## src/rtl/mdu_divider_pkg.sv

```systemverilog
// Shared MDU definitions: ALU op codes for the multiply/divide group and the
// divider state encoding. Imported by the ALU decode and by mdu_divider.
package mdu_divider_pkg;

  localparam logic [5:0] OP_MUL    = 6'b001000;
  localparam logic [5:0] OP_MULH   = 6'b001001;
  localparam logic [5:0] OP_MULHSU = 6'b001010;
  localparam logic [5:0] OP_MULHU  = 6'b001011;
  localparam logic [5:0] OP_DIV    = 6'b001100;
  localparam logic [5:0] OP_DIVU   = 6'b001101;
  localparam logic [5:0] OP_REM    = 6'b001110;
  localparam logic [5:0] OP_REMU   = 6'b001111;

  typedef enum logic [1:0] {
    ST_IDLE = 2'd0,
    ST_BUSY = 2'd1,
    ST_DONE = 2'd2
  } div_state_e;

  // The four divide/remainder codes share the upper nibble 4'b0011
  function automatic logic is_div_op(input logic [5:0] sel);
    return sel[5:2] == 4'b0011;
  endfunction

  // DIV and REM are the signed flavours (low bit clear)
  function automatic logic is_signed_op(input logic [5:0] sel);
    return (sel == OP_DIV) || (sel == OP_REM);
  endfunction

  // REM and REMU return the remainder instead of the quotient
  function automatic logic is_rem_op(input logic [5:0] sel);
    return (sel == OP_REM) || (sel == OP_REMU);
  endfunction

endpackage

```

## src/rtl/mdu_divider_div_step.sv

```systemverilog
// One radix-2 restoring division iteration: shift the next dividend bit into
// the partial remainder, trial-subtract the divisor, keep the difference only
// when it did not borrow.
module div_step #(
  parameter int XLEN = 32
) (
  input  logic [XLEN:0]   rem_in,
  input  logic            dividend_bit,
  input  logic [XLEN-1:0] divisor,
  output logic [XLEN:0]   rem_out,
  output logic            q_bit
);

  logic [XLEN+1:0] partial;
  logic [XLEN+1:0] diff;

  // Trial subtraction one bit wider than the partial remainder so the top bit is a clean borrow
  always_comb begin
    partial = {rem_in, dividend_bit};
    diff    = partial - {2'b00, divisor};
    q_bit   = ~diff[XLEN+1];
    rem_out = q_bit ? diff[XLEN:0] : partial[XLEN:0];
  end

endmodule

```

## src/rtl/mdu_divider.sv

```systemverilog
// Iterative integer divider for the MDU: DIV/DIVU/REM/REMU, one quotient bit
// per clock. Signed ops divide magnitudes and fix the sign on the last step.
// Divide-by-zero and signed overflow can bypass the iteration entirely.
module mdu_divider
  import mdu_divider_pkg::*;
#(
  parameter int XLEN      = 32,
  parameter bit EARLY_OUT = 1'b1
) (
  input  logic            clk,
  input  logic            rst_n,
  input  logic            start,
  input  logic [5:0]      select,
  input  logic [XLEN-1:0] data1,
  input  logic [XLEN-1:0] data2,
  input  logic            flush,
  output logic            busy,
  output logic            valid,
  output logic [XLEN-1:0] result
);

  localparam logic [5:0] LAST_ITER = 6'(XLEN - 1);

  div_state_e      state;
  logic [5:0]      count;
  logic [XLEN:0]   rem_reg;
  logic [XLEN-1:0] quo_reg;
  logic [XLEN-1:0] divisor_reg;
  logic            op_rem;
  logic            neg_q;
  logic            neg_r;

  logic            accept;
  logic            sgn_op;
  logic            rem_sel;
  logic            in_zero;
  logic            in_ovf;
  logic [XLEN-1:0] mag1;
  logic [XLEN-1:0] mag2;
  logic [XLEN-1:0] early_res;

  logic [XLEN:0]   step_rem;
  logic            step_q;
  logic [XLEN-1:0] final_q;
  logic [XLEN-1:0] final_r;
  logic [XLEN-1:0] final_res;

  div_step #(.XLEN(XLEN)) u_step (
    .rem_in       (rem_reg),
    .dividend_bit (quo_reg[XLEN-1]),
    .divisor      (divisor_reg),
    .rem_out      (step_rem),
    .q_bit        (step_q)
  );

  // Decode the incoming request: acceptance, operand magnitudes and the special cases
  always_comb begin
    sgn_op    = is_signed_op(select);
    rem_sel   = is_rem_op(select);
    accept    = (state == ST_IDLE) && start && !flush && is_div_op(select);
    mag1      = (sgn_op && data1[XLEN-1]) ? -data1 : data1;
    mag2      = (sgn_op && data2[XLEN-1]) ? -data2 : data2;
    in_zero   = (data2 == '0);
    in_ovf    = sgn_op && (data1 == {1'b1, {(XLEN-1){1'b0}}}) && (data2 == '1);
    early_res = in_zero ? (rem_sel ? data1 : '1) : (rem_sel ? '0 : data1);
  end

  // Sign-correct the outcome of the final iteration so it can be registered on the same edge
  always_comb begin
    final_q   = {quo_reg[XLEN-2:0], step_q};
    final_r   = step_rem[XLEN-1:0];
    final_res = op_rem ? (neg_r ? -final_r : final_r)
                       : (neg_q ? -final_q : final_q);
  end

  // Divider FSM with datapath registers; flush abandons work but keeps the last result
  always_ff @(posedge clk or negedge rst_n) begin
    if (!rst_n) begin
      state       <= ST_IDLE;
      count       <= '0;
      rem_reg     <= '0;
      quo_reg     <= '0;
      divisor_reg <= '0;
      op_rem      <= 1'b0;
      neg_q       <= 1'b0;
      neg_r       <= 1'b0;
      valid       <= 1'b0;
      result      <= '0;
    end else if (flush) begin
      state <= ST_IDLE;
      valid <= 1'b0;
    end else begin
      case (state)
        ST_IDLE: begin
          valid <= 1'b0;
          if (accept) begin
            // A zero divisor leaves the quotient unsigned (all ones) and the remainder equal to the dividend
            op_rem      <= rem_sel;
            neg_q       <= sgn_op && (data1[XLEN-1] ^ data2[XLEN-1]) && !in_zero;
            neg_r       <= sgn_op && data1[XLEN-1];
            quo_reg     <= mag1;
            divisor_reg <= mag2;
            rem_reg     <= '0;
            count       <= '0;
            if (EARLY_OUT && (in_zero || in_ovf)) begin
              state  <= ST_DONE;
              valid  <= 1'b1;
              result <= early_res;
            end else begin
              state <= ST_BUSY;
            end
          end
        end
        ST_BUSY: begin
          quo_reg <= final_q;
          rem_reg <= step_rem;
          count   <= count + 6'd1;
          if (count == LAST_ITER) begin
            state  <= ST_DONE;
            valid  <= 1'b1;
            result <= final_res;
          end
        end
        ST_DONE: begin
          state <= ST_IDLE;
          valid <= 1'b0;
        end
        default: begin
          state <= ST_IDLE;
          valid <= 1'b0;
        end
      endcase
    end
  end

  assign busy = (state != ST_IDLE);

endmodule

```

## config.mk

```make
export PLATFORM = sky130hd
export DESIGN_NAME = mdu_divider
export DESIGN_NICKNAME = d
export VERILOG_FILES = /design/src/rtl/mdu_divider_pkg.sv /design/src/rtl/mdu_divider_div_step.sv /design/src/rtl/mdu_divider.sv
export SDC_FILE = /design/constraint.sdc
export NUM_CORES = 1
export LEC_CHECK = 0
export BUFFER_PORTS_ARGS = -buffer_cell sky130_fd_sc_hd__buf_2
export CORE_AREA = 8 8 150 152
export DETAILED_ROUTE_END_ITERATION = 12
export DIE_AREA = 0 0 158 160
export PLACE_DENSITY_LB_ADDON = 0.05
export SETUP_SLACK_MARGIN = 0.02
export SLEW_MARGIN = 20
export SYNTH_ARGS = -nofsm -noshare
export SYNTH_HDL_FRONTEND = slang
export SYNTH_SLANG_ARGS = --single-unit
```

## constraint.sdc

```tcl
create_clock -name clk -period 7.05 [get_ports clk]
set_clock_uncertainty 0.2 [all_clocks]
set_input_delay 0.3525 -clock clk [delete_from_list [all_inputs] [get_ports clk]]
set_output_delay 0.3525 -clock clk [all_outputs]
set_load 0.02 [all_outputs]
```

==> results.tsv <==
stage	metric	value	unit
status	status	finished clean	
timing	setup_tns	0	ns
floorplan	die_area	25280	sq um
synthesis	yosysTopAreaCell	dfrtp_1	
synthesis	syn-num-nets	1625	
layout	final_nets	1677	
synthesis	synth-async-reset-ratio	1.000	
worst_setup_path	crit_path_start_kind	flip-flop	
floorplan	fp.dieH	160	um
timing	worst_slew_pin_slew	1.181	ns
clock_network	holdBufCountCts	1	
clock_network	cts.clk_slew.worst_paths	0.06	ns
clock_network	cts.sinks	141	
worst_setup_path	crit_type	flip-flop to flip-flop	
synthesis	ys_seq_area_frac	0.2986	
global_route	grt_pass1_wl	58590	um
global_route	grt_max_degree	80	
clock_network	clock_path_buffers	2	
floorplan	ioPinCount	108	
synthesis	synth_most_common_cell	nand2_1	
job	cap_violations	0	
timing	final.min_clock_period	5.784	ns
timing	hold_ws	0.02653	ns
global_route	grt_overflow	0	
synthesis	synthFlopType	dfrtp_1	
timing	rsz0062_at_grt	no	
synthesis	yosys-top-cells-area	dfrtp_1 30%, o21ai_0 8.3%, nand2_1 6.3%	
pwr	total_leakage_power	5.512	nW
global_route	grt_antenna_before_repair	1	
routing	wl_per_cell	19.91	um
placed_design	numPortBuffers	107	
floorplan	initial_utilization	0.5897	
worst_setup_path	path_max_fanout	34	
clock_network	clock_latency	0.43	ns
synthesis	netlist_instances	1512	
worst_setup_path	cp-end-kind	flip-flop	
hold_path	hp-class	input pin to flip-flop	
layout	layout-drive-gt1-share	0.1262	
routing	antenna_left	0	
layout	final_area	13020	sq um
clock_network	htreeDepth	4	
synthesis	ys_types	98	
synthesis	netlist_area	11820	sq um
timing	slew_violations	0	
routing	via_per_inst	6.280	
placed_design	gp_congestion	0.9589	
layout	largest_register_ffs	33	
synthesis	syn_avg_cell_area	7.815	sq um
timing	slew_headroom	0.1921	
clock_network	cts-root-buf	clkbuf_16	
clock_network	postCtsSetupRepairBufs	0	
layout	area_growth	10.17	%
timing	post-route-period-util	0.8205	
floorplan	row_count	52	
timing	finalSetupViolCount	0	
synthesis	synth_edf_count	0	
clock_network	cts_tree	built	
synthesis	yosys.area.top_type_share	0.2986	
global_route	first_global_vias	10940	
layout	antenna_cells	0	
routing	dr.pass1.iters	5	
pwr	ir_drop	0.2658	mV
floorplan	core	20040	sq um
clock_network	cts-resized-gates	0	
worst_setup_path	critPathArrivalTime	5.89	ns
routing	drt-total-wl	36780	um
timing	hold_viol	0	
synthesis	ys_ff_latch	141	
routing	vias	11600	
placed_design	place_hpwl	27760	um
floorplan	die_w	158	um
global_route	grt_util_all_layers	0.2913	
routing	drc	0	
worst_setup_path	worst_ep_required_time	7.16	ns
clock_network	numCtsBuffers	17	
pwr	power-per-cell-area	451.6	nW/um^2
placed_design	postPlaceCellArea	12440	sq um
timing	fmax	0.1729	GHz
synthesis	synth_commonest_cells	197 x nand2_1, 195 x o21ai_0, 141 x dfrtp_1	
routing	drt_iter0_markers	1176	
synthesis	ys_warn_count	0	
==> layout by cell type (no fill, tap or decap), types with 17 or more instances in the layout <==
cell type,synthesis,routed
a21oi_1,116,115
xor2_1,75,75
nand3_1,19,19
buf_2,18,106
ha_1,38,38
dfrtp_1,141,141
clkbuf_16,0,17
nand4_1,17,17
a31oi_1,22,22
o21ai_0,195,194
nor3_1,27,27
o211ai_1,26,26
o31ai_1,29,29
nor4_1,17,17
mux2i_1,22,22
a21o_1,19,19
nand2_1,197,197
or3_1,20,20
nor2_1,120,120
inv_1,54,54
xnor2_1,65,65
==> per-stage QoR <==
step	cells	util	total power [mW]	setup slack (ns)
2_1_floorplan	1512	-	3.983	1.795
3_3_place_gp	1814	0.6208	4.892	1.575
3_5_place_dp	1814	0.6208	4.906	1.395
4_1_cts	1847	0.6493	5.814	1.358
5_1_grt	1847	0.6496	6.276	0.7373
6_report	1847	0.6496	5.879	1.266
==> worst max-delay path, stage by stage (launching register included) <==
cell and delay, ns:
dfrtp_1 0.46, ha_1 0.43, nand4_1 0.21, nor2_1 0.17
a21boi_1 0.38, o211ai_1 0.20, a31oi_2 0.59, nor2_4 0.09
inv_2 0.12, buf_4 0.37, o21ai_0 0.17, inv_1 0.10
ha_1 0.15, inv_1 0.06, nor4_1 0.35, nand3b_1 0.12
mux2_2 0.36, nor4_2 0.33, nand2_1 0.18, o311a_1 0.37
o21ai_0 0.16, nand2_1 0.07
==> metal layers <==
layer | GRT usage | vias to the layer above | share of wire
li1 | - | 5578 | -
met1 | 0.4159 | 5473 | 0.45
met2 | 0.4351 | 457 | 0.44
met3 | 0.05074 | 89 | 0.075
met4 | 0.09820 | 2 | 0.033
met5 | 0 | - | 0.00035
==> final timing paths <==
check | startpoint | to | slack (ns) | depth (start not counted)
min | select[1] | op_rem | 0.03 | 3
max reg2reg | rem_reg[7] | result[26] | 1.27 | 21
min reg2reg | result[21] | result[21] | 0.27 | 2
max in group asynchronous | rst_n | rem_reg[2] | 5.18 | 3
max | rem_reg[7] | result[26] | 1.27 | 21
min in group asynchronous | rst_n | divisor_reg[28] | 0.31 | 2
==> cell type report <==
cell class / instances / area, sq um
repair buffers: 121 / 653.1
inverters: 56 / 210.2
flip-flops and latches: 141 / 3528
multi-input cells: 1227 / 7727
clock buffers: 21 / 440.4
clock inverters: 11 / 120.1
fillers: 1865 / 7022
well taps: 270 / 337.8
==> power breakdown <==
group,internal [mW],switching [mW]
clock,0.519,0.370
sequential,0.983,0.226
combinational,1.39,2.39
total,2.89,2.99
==> cells by family after synthesis <==
kind of cell	share of synthesized area
fa+ha+maj	0.04193
xor+xnor	0.1038
simple gates	0.2058
compound gates	0.2732
flops	0.2986
mux	0.02668
buf+inv	0.04998
Power figures use the tool's default switching activity.
